[src/rtl/traffic_pkg.sv]
// Shared types and light-code constants for the traffic sequencer and its consumers.
package traffic_pkg;

  typedef enum logic [1:0] {
    ST_STARTUP = 2'd0,
    ST_GREEN   = 2'd1,
    ST_YELLOW  = 2'd2,
    ST_RED     = 2'd3
  } state_t;

  localparam logic [1:0] LC_ALL_RED = 2'b00;
  localparam logic [1:0] LC_GREEN   = 2'b01;
  localparam logic [1:0] LC_YELLOW  = 2'b10;
  localparam logic [1:0] LC_RED     = 2'b11;

  function automatic logic [1:0] light_code_of(input state_t s);
    logic [1:0] lc;
    case (s)
      ST_GREEN:  lc = LC_GREEN;
      ST_YELLOW: lc = LC_YELLOW;
      ST_RED:    lc = LC_RED;
      default:   lc = LC_ALL_RED;
    endcase
    return lc;
  endfunction

endpackage

[src/rtl/traffic_sequencer_if.sv]
// Control/status bundle between board logic (master) and the sequencer (slave).
interface traffic_sequencer_if;
  import traffic_pkg::*;

  // No handshake: en qualifies every advance; outputs are registered and hold while en=0.
  logic       en;
  logic       ped_req;
  logic [1:0] light_code;
  logic       ped_walk;
  logic       ped_ack;
  state_t     dbg_state;

  modport master (output en, ped_req, input light_code, ped_walk, ped_ack, dbg_state);
  modport slave  (input en, ped_req, output light_code, ped_walk, ped_ack, dbg_state);

endinterface

[src/rtl/phase_timer.sv]
// Per-phase dwell counter; done flags the terminal count of the current phase.
module phase_timer #(
  parameter int CNT_W = 8
) (
  input  logic             i_clk,
  input  logic             i_rst_n,
  input  logic             i_clear,
  input  logic             i_enable,
  input  logic [CNT_W:0]   i_terminal,
  output logic [CNT_W-1:0] o_cnt,
  output logic             o_done
);

  logic [CNT_W-1:0] r_cnt;
  logic [CNT_W:0]   w_last;

  // One extra bit lets a dwell of exactly 2^CNT_W be expressed.
  assign w_last = i_terminal - (CNT_W+1)'(1);
  assign o_done = ({1'b0, r_cnt} == w_last);
  assign o_cnt  = r_cnt;

  always_ff @(posedge i_clk or negedge i_rst_n) begin
    if (!i_rst_n) begin
      r_cnt <= '0;
    end else if (i_clear) begin
      r_cnt <= '0;
    end else if (i_enable) begin
      r_cnt <= r_cnt + CNT_W'(1);
    end
  end

endmodule

[src/rtl/traffic_sequencer.sv]
// Timed STARTUP/GREEN/YELLOW/RED sequencer driving the trafficlight decoder code,
// with a latched pedestrian request that can cut GREEN short after its minimum.
module traffic_sequencer
  import traffic_pkg::*;
#(
  parameter int START_CYCLES  = 4,
  parameter int GREEN_MIN     = 8,
  parameter int GREEN_MAX     = 32,
  parameter int YELLOW_CYCLES = 3,
  parameter int RED_CYCLES    = 6,
  parameter int CNT_W         = 8
) (
  input logic               clk,
  input logic               rst_n,
  traffic_sequencer_if.slave bus
);

  localparam logic [CNT_W:0] T_START     = (CNT_W+1)'(START_CYCLES);
  localparam logic [CNT_W:0] T_GREEN     = (CNT_W+1)'(GREEN_MAX);
  localparam logic [CNT_W:0] T_YELLOW    = (CNT_W+1)'(YELLOW_CYCLES);
  localparam logic [CNT_W:0] T_RED       = (CNT_W+1)'(RED_CYCLES);
  localparam logic [CNT_W:0] GREEN_MIN_L = (CNT_W+1)'(GREEN_MIN - 1);

  state_t           r_state;
  state_t           w_next_state;
  logic [CNT_W:0]   w_terminal;
  logic [CNT_W-1:0] w_cnt;
  logic             w_done;
  logic             w_min_ok;
  logic             w_ped_eff;
  logic             w_exit;
  logic             w_enter_red;
  logic             r_ped_pending;
  logic [1:0]       r_light_code;
  logic [1:0]       w_light_code_d;
  logic             r_ped_walk;
  logic             w_ped_walk_d;
  logic             r_ped_ack;
  logic             w_ped_ack_d;

  always_comb begin
    w_terminal = T_START;
    case (r_state)
      ST_GREEN:  w_terminal = T_GREEN;
      ST_YELLOW: w_terminal = T_YELLOW;
      ST_RED:    w_terminal = T_RED;
      default:   w_terminal = T_START;
    endcase
  end

  // A request arriving on the same cycle counts, so GREEN can end on that very edge.
  assign w_min_ok    = ({1'b0, w_cnt} >= GREEN_MIN_L);
  assign w_ped_eff   = r_ped_pending | (bus.ped_req & (r_state != ST_RED));
  assign w_exit      = bus.en & (w_done | ((r_state == ST_GREEN) & w_ped_eff & w_min_ok));
  assign w_enter_red = w_exit & (r_state == ST_YELLOW);

  phase_timer #(.CNT_W(CNT_W)) u_timer (
    .i_clk      (clk),
    .i_rst_n    (rst_n),
    .i_clear    (w_exit),
    .i_enable   (bus.en),
    .i_terminal (w_terminal),
    .o_cnt      (w_cnt),
    .o_done     (w_done)
  );

  always_ff @(posedge clk or negedge rst_n) begin
    if (!rst_n) r_state <= ST_STARTUP;
    else        r_state <= w_next_state;
  end

  always_comb begin
    w_next_state = r_state;
    if (w_exit) begin
      case (r_state)
        ST_STARTUP: w_next_state = ST_GREEN;
        ST_GREEN:   w_next_state = ST_YELLOW;
        ST_YELLOW:  w_next_state = ST_RED;
        default:    w_next_state = ST_GREEN;
      endcase
    end
  end

  always_comb begin
    w_light_code_d = light_code_of(w_next_state);
    w_ped_walk_d   = (w_next_state == ST_RED);
    w_ped_ack_d    = w_enter_red & w_ped_eff;
  end

  // Output registers only move on enabled cycles, which keeps a raised ack held.
  always_ff @(posedge clk or negedge rst_n) begin
    if (!rst_n) begin
      r_light_code <= LC_ALL_RED;
      r_ped_walk   <= 1'b0;
      r_ped_ack    <= 1'b0;
    end else if (bus.en) begin
      r_light_code <= w_light_code_d;
      r_ped_walk   <= w_ped_walk_d;
      r_ped_ack    <= w_ped_ack_d;
    end
  end

  always_ff @(posedge clk or negedge rst_n) begin
    if (!rst_n) begin
      r_ped_pending <= 1'b0;
    end else if (w_enter_red) begin
      r_ped_pending <= 1'b0;
    end else if (bus.ped_req && (r_state != ST_RED)) begin
      r_ped_pending <= 1'b1;
    end
  end

  assign bus.light_code = r_light_code;
  assign bus.ped_walk   = r_ped_walk;
  assign bus.ped_ack    = r_ped_ack;
  assign bus.dbg_state  = r_state;

endmodule
[src/flat_wrapper.sv]
// flat-port wrapper written by rule: the top's interface ports become plain ports
module traffic_sequencer_flat import traffic_pkg::*;
#(
  parameter int START_CYCLES  = 4,
  parameter int GREEN_MIN     = 8,
  parameter int GREEN_MAX     = 32,
  parameter int YELLOW_CYCLES = 3,
  parameter int RED_CYCLES    = 6,
  parameter int CNT_W         = 8
)
  (clk, rst_n, bus_en, bus_ped_req, bus_light_code, bus_ped_walk, bus_ped_ack, bus_dbg_state);
  traffic_sequencer_if bus_i ();
  input logic clk;
  input logic rst_n;
  input wire logic [$bits(bus_i.en)-1:0] bus_en;
  input wire logic [$bits(bus_i.ped_req)-1:0] bus_ped_req;
  output wire logic [$bits(bus_i.light_code)-1:0] bus_light_code;
  output wire logic [$bits(bus_i.ped_walk)-1:0] bus_ped_walk;
  output wire logic [$bits(bus_i.ped_ack)-1:0] bus_ped_ack;
  output wire logic [$bits(bus_i.dbg_state)-1:0] bus_dbg_state;
  assign bus_i.en = bus_en;
  assign bus_i.ped_req = bus_ped_req;
  assign bus_light_code = bus_i.light_code;
  assign bus_ped_walk = bus_i.ped_walk;
  assign bus_ped_ack = bus_i.ped_ack;
  assign bus_dbg_state = bus_i.dbg_state;
  traffic_sequencer #(.START_CYCLES(START_CYCLES), .GREEN_MIN(GREEN_MIN), .GREEN_MAX(GREEN_MAX), .YELLOW_CYCLES(YELLOW_CYCLES), .RED_CYCLES(RED_CYCLES), .CNT_W(CNT_W)) u_core (.clk(clk), .rst_n(rst_n), .bus(bus_i));
endmodule
[config.mk]
export PLATFORM = sky130hd
export DESIGN_NAME = traffic_sequencer_flat
export DESIGN_NICKNAME = d
export VERILOG_FILES = /design/src/rtl/traffic_pkg.sv /design/src/rtl/traffic_sequencer_if.sv /design/src/rtl/phase_timer.sv /design/src/rtl/traffic_sequencer.sv /design/src/flat_wrapper.sv
export SDC_FILE = /design/constraint.sdc
export NUM_CORES = 1
export LEC_CHECK = 0
export BUFFER_PORTS_ARGS = -buffer_cell sky130_fd_sc_hd__buf_4
export CAP_MARGIN = 20
export CELL_PAD_IN_SITES_DETAIL_PLACEMENT = 2
export CELL_PAD_IN_SITES_GLOBAL_PLACEMENT = 2
export CORE_MARGIN = 2
export CORE_UTILIZATION = 32
export CTS_CLUSTER_DIAMETER = 80
export DETAILED_ROUTE_END_ITERATION = 6
export HOLD_SLACK_MARGIN = 0.06
export MAX_ROUTING_LAYER = met4
export PLACE_DENSITY_LB_ADDON = 0.3
export SYNTH_ARGS = -nofsm -noshare
export SYNTH_HDL_FRONTEND = slang
export SYNTH_HIERARCHICAL = 1
export SYNTH_SLANG_ARGS = --single-unit
[constraint.sdc]
create_clock -name clk -period 3.33 [get_ports clk]
set_input_delay 0.1665 -clock clk [delete_from_list [all_inputs] [get_ports clk]]
set_output_delay 0.1665 -clock clk [all_outputs]
set_load 0.005 [all_outputs]
== Word level (Yosys, flattened, before mapping) ==
Index checks and enable logic that the tools add are counted.
W data, S select, Z words.

* Order comparisons: 1
* Equal/unequal tests: 8
* $add $sub $neg: 2
* Multiplexer cells: 8
* Reduce and logical (&&, ||, !) cells: 3
* Bitwise gates (word level): 8

{| class="wikitable"
|+ Operator list
! operator !! number
|-
| $pmux W6 S3 || 1
|-
| $mux W8 || 2
|-
| $eq A8 B9 Y1 || 1
|-
| $add A8 B1 Y8 const B || 1
|-
| $eq A2 B2 Y1 const B || 4
|-
| $ge A8 B3 Y1 const B || 1
|-
| $sub A6 B1 Y7 const B || 1
|-
| $and A1 B1 Y1 || 6
|-
| $pmux W2 S3 || 1
|-
| $eq A2 B1 Y1 const B || 2
|-
| $pmux W2 S2 || 1
|-
| $reduce_bool A2 Y1 || 2
|-
| $mux W1 || 2
|-
| $mux W2 || 1
|-
| $ne A2 B2 Y1 const B || 1
|-
| $or A1 B1 Y1 || 2
|-
| $logic_and A1 B1 Y1 || 1
|}

* Input port bits: 4
* Flip-flop bits (word level): 15
* Word-level logic and storage cells: 36

== Depth between registers and ports, before layout ==
* Depth in word-level cells: 10
* Gate-level depth with buffers: 19
* Mapped depth without buffers: 17

== Modules after synthesis ==
The synthesis kept the hierarchy.

{| class="wikitable"
|+ By module, submodules not included
! module !! area an instance (um2) !! cells each !! times used
|-
| phase_timer || 664.4 || 76 || 1
|-
| traffic_sequencer || 446.7 || 49 || 1
|}

== Worst setup path before layout ==
No wires, ideal clock.

* Path type: reg-to-reg
* Start point: reg u_core.r_state[0], in the netlist u_core/bus.dbg_state[0]
* End point: reg u_core.u_timer.r_cnt[7], in the netlist u_core/u_timer/o_cnt[7]
* Data required time: 3,198 ps
* Path buffers: 2
* Slack: -276 ps
* Library setup time: 132 ps
* Stages on the path, launching flop included: 20
* Arrival: 3,474 ps
* Clock period less this slack: 3,606 ps
* Path through: dfrtp_1 inv_1 ha_1 nor2_1 nor2_1 inv_1 ha_1 or2b_1 a21oi_1 a311o_1 a2111oi_2 and4_1 clkbuf_1 or4_4 o211ai_2 inv_1 clkbuf_1 o2111ai_1 xnor2_1 nor2_1

* Elaborated cells between the ends (all ways): 15
* Classes of those cells: add/sub (1); eq/ne (5); mux (2); bitwise (6); reduce/logical (1)

{| class="wikitable"
|+ RTL lines
! element !! line !! RTL
|-
| from (decl) || traffic_sequencer.sv:24 || <nowiki>state_t r_state;</nowiki>
|-
| from (signal assigned) || traffic_sequencer.sv:69 || <nowiki>else r_state <= w_next_state;</nowiki>
|-
| $eq A2 B2 Y1 or $eq A2 B1 Y1 (tied branches) || traffic_sequencer.sv:43 || <nowiki>case (r_state)</nowiki>
|-
| $pmux W6 S3 * || traffic_sequencer.sv:43 ||
|-
| net u_core.w_terminal[0] || traffic_sequencer.sv:26 || <nowiki>logic [CNT_W:0] w_terminal;</nowiki>
|-
| $sub A6 B1 Y7 * || phase_timer.sv:18 || <nowiki>assign w_last = i_terminal - (CNT_W+1)'(1);</nowiki>
|-
| $eq A8 B9 Y1 * || phase_timer.sv:19 || <nowiki>assign o_done = ({1'b0, r_cnt} == w_last);</nowiki>
|-
| net u_core.w_done || traffic_sequencer.sv:28 || <nowiki>logic w_done;</nowiki>
|-
| $or A1 B1 Y1 * || traffic_sequencer.sv:54 || <nowiki>assign w_exit = bus.en & (w_done | ((r_state == ST_GREEN) & w_ped_eff & w_min_ok));</nowiki>
|-
| $and A1 B1 Y1 * || traffic_sequencer.sv:54 ||
|-
| net u_core.w_exit || traffic_sequencer.sv:31 || <nowiki>logic w_exit;</nowiki>
|-
| $mux W8 or $reduce_bool A2 Y1 (tied branches) || -- ||
|-
| to (signal assigned) || phase_timer.sv:28 || <nowiki>r_cnt <= r_cnt + CNT_W'(1);</nowiki>
|-
| to (decl) || phase_timer.sv:14 || <nowiki>logic [CNT_W-1:0] r_cnt;</nowiki>
|}

The timed path passes the listed nets; every way through them passes the cells marked *.
A chain may end at the register's enable or synchronous reset.

== Worst setup path after layout ==
* Start point: reg u_core.r_state[0], in the netlist u_core/bus.dbg_state[0]
* End point: reg u_core.u_timer.r_cnt[6], in the netlist u_core/u_timer/o_cnt[6]

The elaborated chain is that of the path after synthesis.

==> results.ini <==
[place]
dp_hpwl_mm = 2.52
placed_cells = 195
dpl-instance-area_sq_mm = 0.00134
gp_congestion = 0.770
numPortBuffers = 9

[yosys]
netlist_area_sq_mm = 0.00111
synthArstFlopShare_pct = 100
synth_cells = 125
ys_top_cells_by_area = dfrtp_1 34%, xnor2_1 7.1%, ha_1 6.8%
synth.top_cells.by_count = 19 x nor2_1, 15 x dfrtp_1, 9 x inv_1, 9 x xnor2_1, 8 x xor2_1
ys_ff_latch = 15
syn_avg_cell_area_sq_um = 8.89
ys_warn_count = 6
synth_flop_cell = dfrtp_1
synth-edff-count = 0
synth_most_common_cell = nor2_1
yosysUniqueCellTypes = 35
yosys.area.top_type = dfrtp_1
synth_top_area_share_pct = 33.8
ys_seq_area_share_pct = 33.8

[routing]
post_drt_via_cell_ratio = 5.05
drcViolationCount = 0
firstDrtPassIters = 4
vias = 1051
wl_per_cell_um = 19.0
postRouteAntennaNets = 0
drt-total-wl_mm = 3.94
first_iter_violations = 52

[cts]
clkSinkCount = 15
htreeDepth = 1
clockBufferDepth = 2
cts_tree = built
root_buffer = clkbuf_4
clock_latency_ps = 290
cts_buffers = 3
clk_pin_slew_ps = 100

[setup_path]
critPathKind = reg -> reg
crit_path_start_kind = flip-flop
regToRegStartpoint = u_core/bus.dbg_state[0]$_DFF_PN0_
worstPathMaxFanout = 6
cp-startpoint = u_core/bus.dbg_state[0]$_DFF_PN0_
worstSetupEndpointType = flip-flop
worst_ep_required_time_ps = 3510
crit_arrival_ps = 3340

[power]
power_density_mw_per_mm2 = 691
ir_drop_v = 0.000348
cellLeakagePower_nw = 0.643
total_power_w = 0.00103

[finish]
fin_area_sq_mm = 0.00150
finalNonFillerCells = 208
syn2layout_area_growth_pct = 34.8
num-nets-final = 173
n_fill_cell = 377
drive_gt1_share_pct = 28.4
diodes = 0

[global_route]
grt_overflow_total = 0
grt_usage_pct = 19.0
grt_pass1_vias = 1178
antenna_found_initial = 0
grt_pass1_wl_mm = 5.71
grt_max_degree = 17

[timing]
finalCritPeriodShare_pct = 95.1
worst_slew_pin_slew_ps = 492
finClkSkew_ps = 14.3
slew_headroom_pct = 66.9
slew_violations = 0
final_hold_viol_count = 0
finalCriticalPeriod_ps = 3170
setup_tns_ps = 0
setup_viol = 0
fmax_mhz = 316

[flow_run]
drv_cap = 0

[floorplan]
rows = 21
dieArea_sq_mm = 0.00396
start_util_pct = 33.3
num_io_pins = 10
die_height_um = 62.9
coreArea_sq_mm = 0.00334
die_w_um = 62.9

[outcome]
outcome = finished clean

[hold_path]
min_path_type = in -> reg
hold_start = bus_en

[path summary, 6_finish.rpt]
kind | slack [ps] | end | cells after the start
max | 160 | u_core/u_timer/o_cnt[6]$_DFFE_PN0P_ | 17
min | 250 | u_core/r_ped_pending$_DFFE_PN0P_ | 2
max reg2reg | 160 | u_core/u_timer/o_cnt[6]$_DFFE_PN0P_ | 17
min reg2reg | 510 | u_core/bus.ped_walk$_DFFE_PN0P_ | 1
max in group asynchronous | 2870 | u_core/u_timer/o_cnt[5]$_DFFE_PN0P_ | 2
min in group asynchronous | 260 | u_core/bus.dbg_state[1]$_DFF_PN0_ | 2
[area by class of cell]
cell class / count / area (sq um) / area share, %
Tap cell: 46 / 57.6 / 3.84
Clock buffer: 4 / 26.3 / 1.75
Timing Repair Buffer: 22 / 171 / 11.4
Inverter: 9 / 37.5 / 2.51
Multi-Input combinational cell: 112 / 827 / 55.2
Sequential cell: 15 / 378 / 25.2
[worst max-delay path, stage by stage, from the launching register on]
cell and delay, ps:
dfrtp_2 450, inv_2 120, ha_4 180, nor2_2 50
nor2_2 150, inv_2 70, ha_4 180, nand2b_1 160
a21oi_1 160, a311o_1 160, a2111oi_2 70, and4_4 200
or4_4 510, o211ai_4 110, inv_2 80, o2111ai_2 180
xor2_1 160, nor2_1 50
[metal layers]
metal | GRT usage (%) | vias up | routed length (um)
li1 | - | 495 | -
met1 | 19.3 | 542 | 1620
met2 | 36.8 | 12 | 2230
met3 | 3.78 | 2 | 77
met4 | 4.72 | 0 | 8
met5 | - | - | 0
[stage by stage]
stage | hold WS (ps) | util [%] | worst slack (ps)
after floorplan | -129 | - | -2.85
after global placement | 34.6 | 40.1 | 103
after detailed placement | 30.8 | 40.1 | -43.8
after CTS | 212 | 41.5 | 13.0
after global routing | 261 | 44.9 | -72.8
final | 250 | 44.9 | 162
[state kept, by name, summed over array words and instances, names as in the netlist]
signal and cells:
u_core/bus.dbg_state 2, u_core/u_timer/o_cnt 8, u_core/bus.ped_ack 1, u_core/r_ped_pending 1, u_core/bus.light_code 2, u_core/bus.ped_walk 1
[where the power goes]
part           leakage, nW  internal [W]  switching (W)  total [W]
logic                0.453      0.000278       0.000296   0.000573
registers            0.175      0.000246       0.000108   0.000354
clock network       0.0150     0.0000466      0.0000607   0.000107
[logic make-up (layout without fill, tap and decap cells)]
| logic type | after synthesis | after routing | share of synthesized area [%] |
|---|---|---|---|
| simple gates | 47 | 47 | 23.1 |
| other cells | 1 | 16 | 0.338 |
| mux | 3 | 3 | 2.70 |
| xor+xnor | 17 | 17 | 13.4 |
| flops | 15 | 15 | 33.8 |
| buf+inv | 13 | 35 | 4.39 |
| fa+ha+maj | 6 | 6 | 6.76 |
| compound gates | 23 | 23 | 15.5 |
[timing repair]
item                                   in CTS  in global routing
gates resized for setup                     2                 14
buffers inserted                            1                  7
hold buffers                                1                  0
setup endpoints to repair                   2                 11
endpoints found under the hold margin      15                  0
pin swaps                                   0                  9
[layout by cell type (no fill, tap or decap), types with 3 or more instances in the layout]
master,n
o21ai_0,4
nand4_1,4
inv_2,4
inv_1,4
conb_1,16
xnor2_1,9
clkbuf_4,3
and3_1,3
a21oi_1,4
xor2_1,8
mux2i_1,3
nand2_1,5
dfrtp_1,13
nor2_1,17
o211ai_1,3
ha_4,3
buf_4,20
Power figures use the tool's default switching activity.
